### src/rtl/vx_issue_pkg.sv
// Shared encodings and sizing helpers for the issue-stage warp arbiter.
package vx_issue_pkg;

  localparam int EX_BITS   = 3;
  localparam int NUM_UNITS = 5;

  typedef enum logic [EX_BITS-1:0] {
    EX_ALU = 3'd0,
    EX_LSU = 3'd1,
    EX_CSR = 3'd2,
    EX_FPU = 3'd3,
    EX_GPU = 3'd4
  } ex_type_e;

  function automatic int wid_bits(input int n);
    return (n > 1) ? $clog2(n) : 1;
  endfunction

endpackage

### src/rtl/vx_rr_pick.sv
// Rotate-priority picker: first set request at or after i_ptr, wrapping modulo N.
module vx_rr_pick import vx_issue_pkg::*; #(
  parameter  int N = 4,
  localparam int W = wid_bits(N)
) (
  input  logic [N-1:0] i_req,
  input  logic [W-1:0] i_ptr,
  output logic         o_valid,
  output logic [W-1:0] o_idx,
  output logic [N-1:0] o_grant
);

  logic [W-1:0] w_idx;
  logic [W-1:0] w_cand;

  // Scan from the far end so the candidate closest to i_ptr is written last.
  always_comb begin
    o_valid = 1'b0;
    w_idx   = '0;
    w_cand  = '0;
    for (int k = N - 1; k >= 0; k--) begin
      w_cand = i_ptr + W'(k);
      if (i_req[w_cand]) begin
        o_valid = 1'b1;
        w_idx   = w_cand;
      end
    end
  end

  assign o_idx = w_idx;

  always_comb begin
    o_grant = '0;
    if (o_valid) o_grant[w_idx] = 1'b1;
  end

endmodule

### src/rtl/vx_issue_arbiter.sv
// Per-cycle warp selector: round-robin over eligible ibuffer heads with a
// starvation override, gated by per-unit readiness and outstanding-request credits.
module vx_issue_arbiter import vx_issue_pkg::*; #(
  parameter  int NUM_WARPS    = 4,
  parameter  int NUM_UNITS    = vx_issue_pkg::NUM_UNITS,
  parameter  int EX_BITS      = vx_issue_pkg::EX_BITS,
  parameter  int CREDITS      = 4,
  parameter  int STARVE_LIMIT = 15,
  localparam int WID_BITS     = wid_bits(NUM_WARPS)
) (
  input  logic                           clk,
  input  logic                           rst_n,
  input  logic [NUM_WARPS-1:0]           i_warp_valid,
  input  logic [NUM_WARPS*EX_BITS-1:0]   i_warp_ex_type,
  input  logic [NUM_WARPS-1:0]           i_warp_sb_ready,
  input  logic [NUM_UNITS-1:0]           i_unit_ready,
  input  logic [NUM_UNITS-1:0]           i_unit_done,
  input  logic                           i_issue_ready,
  output logic                           o_issue_valid,
  output logic [WID_BITS-1:0]            o_issue_wid,
  output logic [NUM_WARPS-1:0]           o_issue_grant,
  output logic [NUM_UNITS-1:0]           o_unit_no_credit,
  output logic                           o_starve_active
);

  localparam int AGE_BITS = 8;
  localparam int CR_BITS  = 4;
  localparam int EX_SPAN  = 1 << EX_BITS;

  logic [EX_BITS-1:0]   w_ex [NUM_WARPS];
  logic [EX_SPAN-1:0]   w_unit_avail;
  logic [NUM_WARPS-1:0] w_elig;
  logic [NUM_WARPS-1:0] w_starve_req;
  logic                 w_starve_hit;
  logic [WID_BITS-1:0]  w_starve_wid;
  logic                 w_rr_valid;
  logic [WID_BITS-1:0]  w_rr_wid;
  logic [NUM_WARPS-1:0] w_rr_grant;
  logic [WID_BITS-1:0]  w_wid;
  logic [EX_BITS-1:0]   w_win_ex;
  logic                 w_fire;
  logic [WID_BITS-1:0]  r_rr_ptr;

  // Encodings past the last unit are never available, which keeps bad ex_types ineligible.
  genvar gi;
  generate
    for (gi = NUM_UNITS; gi < EX_SPAN; gi++) begin : g_pad
      assign w_unit_avail[gi] = 1'b0;
    end

    for (gi = 0; gi < NUM_UNITS; gi++) begin : g_unit
      logic [CR_BITS-1:0] r_credit;
      logic               w_take;
      logic               w_full;

      assign w_take = w_fire & (w_win_ex == EX_BITS'(gi));
      assign w_full = (r_credit == CR_BITS'(CREDITS));
      assign w_unit_avail[gi]     = i_unit_ready[gi] & (r_credit != '0);
      assign o_unit_no_credit[gi] = (r_credit == '0);

      always_ff @(posedge clk or negedge rst_n) begin
        if (!rst_n)
          r_credit <= CR_BITS'(CREDITS);
        else if (w_take && !i_unit_done[gi])
          r_credit <= r_credit - 1'b1;
        else if (i_unit_done[gi] && !w_take && !w_full)
          r_credit <= r_credit + 1'b1;
      end

      always @(posedge clk)
        if (rst_n)
          assert (!(i_unit_done[gi] && !w_take && w_full))
            else $warning("vx_issue_arbiter: credit return on unit %0d with no request outstanding", gi);
    end

    for (gi = 0; gi < NUM_WARPS; gi++) begin : g_warp
      logic [AGE_BITS-1:0] r_age;

      assign w_ex[gi]         = i_warp_ex_type[gi*EX_BITS +: EX_BITS];
      assign w_elig[gi]       = i_warp_valid[gi] & i_warp_sb_ready[gi] & w_unit_avail[w_ex[gi]];
      assign w_starve_req[gi] = w_elig[gi] & (r_age == AGE_BITS'(STARVE_LIMIT));

      // Age counts every valid cycle, scoreboard stalls included.
      always_ff @(posedge clk or negedge rst_n) begin
        if (!rst_n)
          r_age <= '0;
        else if ((w_fire && (w_wid == WID_BITS'(gi))) || !i_warp_valid[gi])
          r_age <= '0;
        else if (r_age != AGE_BITS'(STARVE_LIMIT))
          r_age <= r_age + 1'b1;
      end

      always @(posedge clk)
        if (rst_n && i_warp_valid[gi])
          assert (int'(w_ex[gi]) < NUM_UNITS)
            else $warning("vx_issue_arbiter: warp %0d head targets unknown unit %0d", gi, w_ex[gi]);
    end
  endgenerate

  always_comb begin
    w_starve_hit = 1'b0;
    w_starve_wid = '0;
    for (int k = NUM_WARPS - 1; k >= 0; k--) begin
      if (w_starve_req[k]) begin
        w_starve_hit = 1'b1;
        w_starve_wid = WID_BITS'(k);
      end
    end
  end

  vx_rr_pick #(.N(NUM_WARPS)) u_rr_pick (
    .i_req   (w_elig),
    .i_ptr   (r_rr_ptr),
    .o_valid (w_rr_valid),
    .o_idx   (w_rr_wid),
    .o_grant (w_rr_grant)
  );

  assign w_wid    = w_starve_hit ? w_starve_wid : w_rr_wid;
  assign w_win_ex = w_ex[w_wid];

  assign o_issue_valid   = rst_n & w_rr_valid;
  assign o_issue_wid     = o_issue_valid ? w_wid : '0;
  assign o_issue_grant   = !o_issue_valid ? '0 :
                           w_starve_hit   ? (NUM_WARPS'(1) << w_starve_wid) : w_rr_grant;
  assign o_starve_active = o_issue_valid & w_starve_hit;
  assign w_fire          = o_issue_valid & i_issue_ready;

  always_ff @(posedge clk or negedge rst_n) begin
    if (!rst_n)
      r_rr_ptr <= '0;
    else if (w_fire)
      r_rr_ptr <= w_wid + 1'b1;
  end

endmodule

### config.mk
export PLATFORM = sky130hd
export DESIGN_NAME = vx_issue_arbiter
export DESIGN_NICKNAME = d
export VERILOG_FILES = /design/src/rtl/vx_issue_pkg.sv /design/src/rtl/vx_rr_pick.sv /design/src/rtl/vx_issue_arbiter.sv
export SDC_FILE = /design/constraint.sdc
export NUM_CORES = 1
export LEC_CHECK = 0
export CAP_MARGIN = 20
export CORE_MARGIN = 2
export CORE_UTILIZATION = 30
export DETAILED_ROUTE_END_ITERATION = 8
export GPL_TIMING_DRIVEN = 1
export HOLD_SLACK_MARGIN = 0.05
export SETUP_SLACK_MARGIN = 0.3
export SYNTH_ARGS = -nofsm -noshare
export SYNTH_HDL_FRONTEND = slang
export SYNTH_HIERARCHICAL = 1
export SYNTH_SLANG_ARGS = --single-unit
### constraint.sdc
create_clock -name clk -period 5.76 [get_ports clk]
set_input_delay 1.152 -clock clk [delete_from_list [all_inputs] [get_ports clk]]
set_output_delay 1.152 -clock clk [all_outputs]
set_load 0.005 [all_outputs]
**After elaboration in Yosys (flattened, before gate mapping)**

Cells that the tools add are included.
Widths: inputs -> output; s select.

- Flip-flop bits (word level): 54
- Output and inout port bits: 13
- Logic and storage cells: 210

- $add $sub $neg: 18
- Order comparisons: 11
- Equal/unequal tests: 20
- Shifts and indexed selects: 1
- Muxes and demuxes: 60
- Bitwise gates (word level): 26
- Reductions and logical operators: 64

Operators with widths:

| operator | number |
|---|---|
| $mux 8 | 8 |
| $mux 4 | 13 |
| $add 8x1->8 const B | 4 |
| $eq 8x4->1 const B | 4 |
| $ne 8x4->1 const B | 4 |
| $and 1x1->1 | 25 |
| $add 4x1->4 const B | 5 |
| $eq 4x3->1 const B | 5 |
| $logic_and 1x1->1 | 20 |
| $logic_not 4->1 | 5 |
| $mux 2 | 10 |
| $reduce_bool 4->1 | 5 |
| $sub 4x1->4 const B | 5 |
| $logic_not 1->1 | 19 |
| $reduce_bool 2->1 | 9 |
| $mux 1 | 17 |
| $lt 3x4->1 const B | 4 |
| $lt 2x3->1 const B | 5 |
| $bmux 1 s3 | 4 |
| $bmux 1 s2 | 4 |
| $bmux 3 s2 | 1 |
| $eq 3x2->1 const B | 2 |
| $mux 3 | 2 |
| $add 2x1->2 const B | 2 |
| other kinds (13) | 18 |

**Logic depth before layout (Yosys ltp)**

Gate-level depths: netlist of the first run.

- Depth in word-level cells: 23
- Mapped depth: 24

**By module**

The synthesis of the first run kept the hierarchy.

By module, submodules not included:

| module | times used | cells each | area each (um^2) |
|---|---|---|---|
| vx_issue_arbiter | 1 | 418 | 3804.9 |
| vx_rr_pick | 1 | 28 | 176.4 |

**Least setup slack after synthesis of the first run**

Ideal clock, no wire load.

- Path kind: input to register
- Start: input i_unit_ready[4]
- End: register g_unit[1].r_credit[3]
- Library setup time: 120 ps
- Data arrival time: 5184 ps
- Data required time: 5640 ps
- Slack: 455 ps
- Cell stages on the path: 18
- Path buffers: 0
- Path through: o41ai_1 o31ai_1 o211ai_1 nor2_1 nand2b_1 a21oi_1 o31a_1 nor3_2 nor3b_1 a2111oi_2 o211ai_1 or2_2 inv_1 ha_1 a21o_1 a21o_1 or4b_1 o211a_1

- Cells in the longest elaborated chain, start to end: 21
- Elaborated cells between the ends (all ways): 56
- Those cells by class: eq/ne: 1; mux: 37; bitwise: 13; reduce/logical: 5

RTL lines:

| what | line | RTL |
|---|---|---|
| start: declaration | vx_issue_arbiter.sv:16 | `input logic [NUM_UNITS-1:0] i_unit_ready,` |
| $and 1x1->1 * | vx_issue_arbiter.sv:58 | `assign w_unit_avail[gi] = i_unit_ready[gi] & (r_credit != '0);` |
| $bmux 1 s3 * | vx_issue_arbiter.sv:80 | `assign w_elig[gi] = i_warp_valid[gi] & i_warp_sb_ready[gi] & w_unit_avail[w_ex[gi]];` |
| $mux 1 (implied by the code) * | vx_issue_arbiter.sv:80 |  |
| $and 1x1->1 * | vx_issue_arbiter.sv:80 |  |
| net w_elig[1] | vx_issue_arbiter.sv:32 | `logic [NUM_WARPS-1:0] w_elig;` |
| $bmux 1 s2 | vx_rr_pick.sv:23 | `if (i_req[w_cand]) begin` |
| $mux 1 (implied by the code) | vx_rr_pick.sv:23 |  |
| $mux 2 (3 in a row) | vx_rr_pick.sv:23 |  |
| [... 1 more ...] | n/a |  |
| net w_rr_wid[1] | vx_issue_arbiter.sv:37 | `logic [WID_BITS-1:0] w_rr_wid;` |
| [... 1 more ...] | n/a |  |
| $not 2->3 (implied by the code) * | vx_issue_arbiter.sv:120 | `assign w_win_ex = w_ex[w_wid];` |
| $bmux 3 s2 * | vx_issue_arbiter.sv:120 |  |
| $mux 3 (implied by the code) * (2 in a row) | vx_issue_arbiter.sv:120 |  |
| $eq 3x1->1 * | vx_issue_arbiter.sv:56 | `assign w_take = w_fire & (w_win_ex == EX_BITS'(gi));` |
| $and 1x1->1 * | vx_issue_arbiter.sv:56 |  |
| $logic_not 1->1 | vx_issue_arbiter.sv:66 | `else if (i_unit_done[gi] && !w_take && !w_full)` |
| $logic_and 1x1->1 (2 in a row) | vx_issue_arbiter.sv:66 |  |
| $reduce_bool 2->1 (no line) | n/a |  |
| end signal: assignment | vx_issue_arbiter.sv:63 | `r_credit <= CR_BITS'(CREDITS);` |
| end signal: assignment | vx_issue_arbiter.sv:65 | `r_credit <= r_credit - 1'b1;` |
| end signal: assignment | vx_issue_arbiter.sv:67 | `r_credit <= r_credit + 1'b1;` |
| end: declaration | vx_issue_arbiter.sv:52 | `logic [CR_BITS-1:0] r_credit;` |

Mark *: on every way through the listed nets, which the timed path passes. The rest lies on a longest branch. The select of a mux whose other input is x is not followed.
A chain may end at the register's enable or synchronous reset.

**Worst setup path after layout of the first run**

- Start: input i_unit_ready[4]
- End: output o_issue_wid[0]

- Cells in the longest elaborated chain, start to end: 12
- Elaborated cells between the ends (all ways): 44
- Those cells by class: mux: 34; bitwise: 10

RTL lines:

| what | line | RTL |
|---|---|---|
| $and 1x1->1 * | vx_issue_arbiter.sv:58 |  |
| $bmux 1 s3 * | vx_issue_arbiter.sv:80 |  |
| $mux 1 (implied by the code) * | vx_issue_arbiter.sv:80 |  |
| $and 1x1->1 * | vx_issue_arbiter.sv:80 |  |
| net w_elig[1] | vx_issue_arbiter.sv:32 |  |
| $bmux 1 s2 | vx_rr_pick.sv:23 |  |
| $mux 1 (implied by the code) | vx_rr_pick.sv:23 |  |
| $mux 2 (3 in a row) | vx_rr_pick.sv:23 |  |
| $mux 2 * | vx_rr_pick.sv:23 |  |
| net w_rr_wid[0] | vx_issue_arbiter.sv:37 |  |
| $mux 2 * | vx_issue_arbiter.sv:119 | `assign w_wid = w_starve_hit ? w_starve_wid : w_rr_wid;` |
| $mux 2 * | vx_issue_arbiter.sv:123 | `assign o_issue_wid = o_issue_valid ? w_wid : '0;` |
| end: declaration | vx_issue_arbiter.sv:20 | `output logic [WID_BITS-1:0] o_issue_wid,` |

Marks and branches as above.

==> flow_summary.toml, run 1 <==
[power]
ir_drop_uv = 211
p_comb_share_pct = 35.5
switchingPower_mw = 0.540
swShare_pct = 36.2
finalPower_mw = 1.49
clockPowerShare_pct = 23.0
power.share.sequential_pct = 41.5
p_int_mw = 0.954
powerDensity_nw_per_um2 = 293
power.leakage_nw = 2.18

[logic_synthesis]
synth_area_leaders = "dfrtp_1 31%, nor2_1 5.6%, ha_1 5.0%"
yosysSeqAreaShare_pct = 34.1
synth-edff-count = 0
synth-seq-cells = 54
synthArstFlopShare_pct = 100
synthCells = 446
synth_top_area_share_pct = 30.8
syn_nets = 498
synth_ff_type = "dfrtp_1"
syn_avg_cell_area_um2 = 8.93
yosysTopAreaCell = "dfrtp_1"
synth_cell_types = 78
ys.warnings.count = 6
syn_area_um2 = 3980

[worst_setup_path]
crit_chain = "clkdlybuf4s50_1, o41ai_1, o31ai_1, o211ai_1, nor2_1, nand2b_1, nor3b_1, o22a_1, a21oi_2, o22ai_4, inv_2, buf_4, nor2_1, clkdlybuf4s50_1"
crit_arrival_ns = 4.23
path_max_fanout = 7
cp_slowest_stage_delay_ns = 0.55
path_class = "in2out"
r2r-start = "g_unit[1].r_credit[1]$_DFFE_PN0P_"
cp-start-kind = "input pin"
crit_start = "i_unit_ready[4]"
cp_slowest_cell = "clkdlybuf4s50_1"
cp_data_required_time_ns = 4.61
endpoint_kind = "output port"

[clock_tree]
ctsHoldBuffers = 0
root_buffer = "clkbuf_16"
insertion_delay_ns = 0.30
cts-htree-levels = 2
cts.sinks = 54
cts_max_path_buffers = 2
cts_buffers = 5
path_clk_slew_ns = 0.07
cts_tree = "done"

[global_routing]
grt_max_degree = 56
grt_pass1_vias = 3394
grt_first_pass_wirelength_um = 16500
grtUsageTotal_pct = 14.3
antenna_found_initial = 1
grt-ovfl-total = 0

[timing]
fmax_mhz = 186
rsz0062_at_grt = "yes"
period_share_pct = 93.5
fin_ws_ns = 0.373
skew_ns = 0.00632
slew_headroom_pct = 51.4
setup_viol = 0
final_hold_viol_count = 0
holdWs_ns = 0.518
slew_violations = 0
worstMarginPinSlew_ns = 0.728
layout_min_cycle_time_ns = 5.39

[floorplanning]
die_height_um = 119
core_area_um2 = 13100
start_util_pct = 30.4
rows = 42
ios = 46
dieArea_um2 = 14200
fp.dieW_um = 119

[detailed_routing]
drc = 0
antenna_left = 0
wl_per_cell_um = 14.8
vias = 3558
drtIter0Drc = 164
vias_per_cell = 5.11
drt-total-wl_um = 10300
dr.pass1.iters = 5

[cells_and_area]
layout_common_cells = "58 x nor2_1, 49 x dfrtp_1, 42 x clkdlybuf4s50_1, 37 x nand2_1, 31 x buf_4"
nets = 571
n_antenna_cell = 0
stdcell_area_um2 = 5100
drive_gt1_share_pct = 15.2
layout_commonest_cell = "nor2_1"
final_core_util_pct = 39.0
area_growth_syn_to_layout_pct = 28.0

[placed_design]
dp_worst_setup_slack_ns = -0.0576
globalplace.congestion = 0.899
port_buffers = 45
placed_area_um2 = 4790
hpwl_um = 7880

[outcome]
outcome = "finished clean"

[hold_path]
worstHoldStart = "g_warp[0].r_age[2]$_DFFE_PN0P_"
worst_hold_path_type = "reg2reg"

[job]
cap_viol_max_count = 0
==> worst max-delay path, delay by kind of cell <==
family	cells	cell delay, ns
AND/OR/NAND/NOR	4	0.69
buffers and inverters	4	1.33
AO/OA/AOI/OAI	6	1.08
==> cell type report <==
| type | count | area [µm²] |
|---|---|---|
| fillers | 1276 | 7990 |
| multi-input cells | 363 | 2590 |
| flip-flops and latches | 54 | 1360 |
| repair buffers | 76 | 683 |
| well taps | 176 | 220 |
| clock buffers | 6 | 129 |
| inverters | 19 | 76.3 |
| clock inverters | 2 | 37.5 |
==> per-layer routing <==
metal | vias up | track usage [%] | part of all wire, %
li1 | 1775 | - | -
met3 | 22 | 3.64 | 5.0
met5 | - | 0 | 0.15
met4 | 2 | 5.65 | 2.8
met1 | 1682 | 18.8 | 46
met2 | 77 | 22.7 | 46
==> worst paths after layout <==
kind                       slack [ns]  cells after the start                           endpoint
setup / recovery                 0.37                     14                     o_issue_wid[0]
hold / removal                   0.52                      1     g_warp[0].r_age[2]$_DFFE_PN0P_
setup reg to reg                 0.89                     20  g_unit[1].r_credit[3]$_DFFE_PN0P_
min in group asynchronous        1.04                      2     g_warp[0].r_age[1]$_DFFE_PN0P_
hold reg to reg                  0.52                      1     g_warp[0].r_age[2]$_DFFE_PN0P_
max in group asynchronous        4.24                      2  g_unit[1].r_credit[1]$_DFFE_PN0P_
==> stage by stage <==
step	TNS, ns	cells
6_report	0	696
5_1_grt	0	696
4_1_cts	0	691
3_5_place_dp	-0.0687	683
3_3_place_gp	0	683
2_1_floorplan	0	446
==> Yosys cell counts, types with 4 or more instances <==
master    instances
and3_1            9
xor2_1           12
nor3b_1           4
nor3_1           25
o22a_1            4
ha_1             16
a31oi_1           4
a21o_1            6
clkbuf_1          5
or2_2             5
or3_1             7
o211ai_1          4
o21ai_0          10
nor4_1            6
xnor2_1          16
a21oi_1          22
dfrtp_1          49
and2_1            4
nor2_1           59
dfstp_2           5
nand4_1           5
mux2i_1          17
inv_1            17
nand3_1          13
nand2_1          38
nand2b_1          4
==> sequential cells by signal, indices dropped and copies added (netlist names) <==
signal,cells
r_rr_ptr,2
g_warp.r_age,32
g_unit.r_credit,20
==> power by group through the flow <==
stage	Sequential (mW)	Combinational (mW)	Clock, mW
2_1_floorplan	0.575	0.389	0
3_3_place_gp	0.621	0.488	0
3_5_place_dp	0.624	0.511	0
4_1_cts	0.617	0.515	0.355
5_1_grt	0.639	0.597	0.371
6_report	0.620	0.530	0.344
==> kinds of logic (layout without fill, tap and decap cells) <==
logic type                 Yosys count  after routing  share of synthesized area, %
and+or+nand+nor                    201            201                          26.4
adders and majority gates           19             19                          6.54
xor gates and xnor gates            28             28                          6.16
DFF                                 54             54                          34.1
muxes                               20             20                          5.12
AOI/OAI and AO/OA                   95             95                          18.4
buffers and inverters               29            103                          3.27
==> what timing repair did <==
| item | 4_1_cts | 5_1_grt |
|---|---|---|
| endpoints found under the setup margin | 3 | 7 |
| setup buffers | 0 | 5 |
| pin swaps | 0 | 10 |
| gates resized for setup | 3 | 18 |
Note: power is estimated with default switching activity, not from simulation.
==> run 2, diff against run 1 <==
Settings changed: ABC_AREA set to 1.
==> flow_summary.toml, run 2 <==
[timing]
fin_ws_ns = 0.656
slew_headroom_pct = 51.6
fmax_mhz = 196
layout_min_cycle_time_ns = 5.10
setup_viol = 0
skew_ns = 0.00766
worstMarginPinSlew_ns = 0.727
holdWs_ns = 0.490
slew_violations = 0
final_hold_viol_count = 0
fin_setup_tns_ns = 0
period_share_pct = 88.6
rsz0062_at_grt = "no"

[hold_path]
hold_depth = 1
min_to = "g_warp[2].r_age[6]$_DFFE_PN0P_"
worstHoldStart = "g_warp[2].r_age[6]$_DFFE_PN0P_"
worst_hold_path_type = "reg2reg"

[worst_setup_path]
cp_data_required_time_ns = 4.61
rrSetupSlack_ns = 1.83
cp-start-kind = "input pin"
crit_start = "i_warp_ex_type[10]"
r2r-start = "g_unit[1].r_credit[2]$_DFFE_PN1P_"
path_class = "in2out"
path_max_fanout = 15
endpoint_kind = "output port"
crit_arrival_ns = 3.95
reg2reg_depth = 34
r2r_end = "g_unit[1].r_credit[3]$_DFFE_PN0P_"

[logic_synthesis]
yosysTopAreaCell = "dfrtp_1"
synth_cell_types = 41
yosys.area_share.adder_pct = 5.96
synthArstFlopShare_pct = 100
synth_ff_type = "dfrtp_1"
ys.warnings.count = 6
synth-xor-area-share_pct = 2.38
synth-simple-area-share_pct = 41.2
synthMuxAreaShare_pct = 0
synth-edff-count = 0
synthTopCellsByCount = "132 x nand2_1, 93 x inv_1, 60 x nand3_1"
syn_area_um2 = 4370
synth_top_area_share_pct = 28.1
yosysSeqAreaShare_pct = 31.1
syn_avg_cell_area_um2 = 7.21
synth-seq-cells = 54
synth_top_family_by_area = "simple AND/OR/NAND/NOR gates"
syn_nets = 658
synth-compound-area-share_pct = 9.25
yosysMostFrequentCell = "nand2_1"
synthCells = 606
synth_area_leaders = "dfrtp_1 28%, nand2_1 11%, inv_1 8.0%"

[power]
ir_drop_uv = 215
power.leakage_nw = 2.50
powerDensity_nw_per_um2 = 342
finalPower_mw = 1.77

[clock_tree]
root_buffer = "clkbuf_16"
cts-htree-levels = 2
cts_buffers = 5
insertion_delay_ns = 0.30
cts_max_path_buffers = 2
path_clk_slew_ns = 0.07
cts_tree = "done"
cts.sinks = 54
ctsHoldBuffers = 0

[cells_and_area]
area_growth_syn_to_layout_pct = 18.6
drive_gt1_share_pct = 16.3
stdcell_area_um2 = 5180
n_antenna_cell = 0
layout_common_cells = "132 x nand2_1, 93 x inv_1, 60 x nand3_1, 49 x dfrtp_1, 44 x clkdlybuf4s50_1"
reg_top3 = "g_warp.r_age x32, g_unit.r_credit x20, r_rr_ptr x2"
nets = 707
layout_commonest_cell = "nand2_1"
top_register = "g_warp.r_age"
nFillCells = 1502
fin_cells = 840
final_core_util_pct = 36.1
largest_reg_flops = 32

[placed_design]
dp_worst_setup_slack_ns = 0.606
hpwl_um = 7840
dp.cells = 832
globalplace.congestion = 0.915
placed_area_um2 = 5010
port_buffers = 45

[job]
cap_viol_max_count = 0

[floorplanning]
dieArea_um2 = 15500
ios = 46
start_util_pct = 30.4
die_height_um = 125
rows = 44
fp.dieW_um = 125
core_area_um2 = 14400

[outcome]
outcome = "finished clean"

[global_routing]
grt_first_pass_wirelength_um = 17200
grt_max_degree = 55
grt_pass1_vias = 3689
grt-ovfl-total = 0
antenna_found_initial = 0
grtUsageTotal_pct = 13.4

[detailed_routing]
drt-total-wl_um = 9820
drc = 0
antenna_left = 0
wl_per_cell_um = 11.7
vias_per_cell = 4.57
vias = 3837
dr.pass1.iters = 5
drtIter0Drc = 169
run 2: cell count changes after synthesis, moves of 11 or more:
cell | before | now
nor2_2 | 1 | 13
nor2_1 | 59 | 41
nand3_1 | 13 | 60
inv_1 | 17 | 93
nand2_2 | 0 | 27
nand3_2 | 0 | 15
inv_2 | 0 | 11
mux2i_1 | 17 | 0
nand2_1 | 38 | 132
xnor2_1 | 16 | 0
run 2: timing repair:
action	in CTS	in global routing
buffers inserted	0	0
resized for setup	0	1
setup endpoints to repair	0	1
run 2: power by group:
group	leakage [nW]	internal, mW	total, mW	switching [mW]
combinational	1.73	0.326	0.831	0.505
sequential	0.691	0.482	0.591	0.109
clock	0.0771	0.206	0.349	0.144
total	2.50	1.01	1.77	0.758
run 2: routing by layer:
metal	track usage (%)	share of wire [%]	vias up
met5	0	0	-
met4	3.64	1.2	0
met3	2.92	3.9	5
met2	20.8	44	55
met1	18.7	51	1728
li1	-	-	2049
run 2: worst max path at each step:
stage / to / cells after the start / slack [ns]
2_1_floorplan: g_unit[2].r_credit[3]$_DFFE_PN0P_ / 28 / 1.83
3_3_place_gp: o_issue_wid[0] / 21 / 0.67
3_5_place_dp: o_issue_wid[0] / 17 / 0.61
4_1_cts: o_issue_wid[0] / 17 / 0.60
5_1_grt: o_issue_wid[0] / 22 / 0.33
6_report: o_issue_wid[0] / 17 / 0.66
run 2: layout make-up:
| type | instances | area [µm²] | area share (%) |
|---|---|---|---|
| clock buffers | 6 | 129 | 2.49 |
| multi-input cells | 443 | 2570 | 49.7 |
| flip-flops and latches | 54 | 1360 | 26.2 |
| clock inverters | 2 | 37.5 | 0.724 |
| inverters | 105 | 399 | 7.70 |
| well taps | 184 | 230 | 4.44 |
| repair buffers | 46 | 453 | 8.74 |
run 2: cell families after synthesis:
group / after synthesis
xor gates and xnor gates: 11
DFF: 54
buffers and inverters: 109
adders and majority gates: 19
and+or+nand+nor: 344
AOI/OAI and AO/OA: 69
run 2: critical path, stage by stage:
cell and delay (ns):
clkdlybuf4s50_1 0.51, nor2_1 0.19, nand3_1 0.11, a21oi_1 0.21, nand2_1 0.08, inv_1 0.09
nand2_2 0.09, nand3_1 0.12, nand2_1 0.07, nand2_2 0.09, nand3_2 0.10, nand2_4 0.13
nand2_4 0.14, nand2_8 0.17, inv_1 0.10, nor2_1 0.11, clkdlybuf4s50_1 0.51
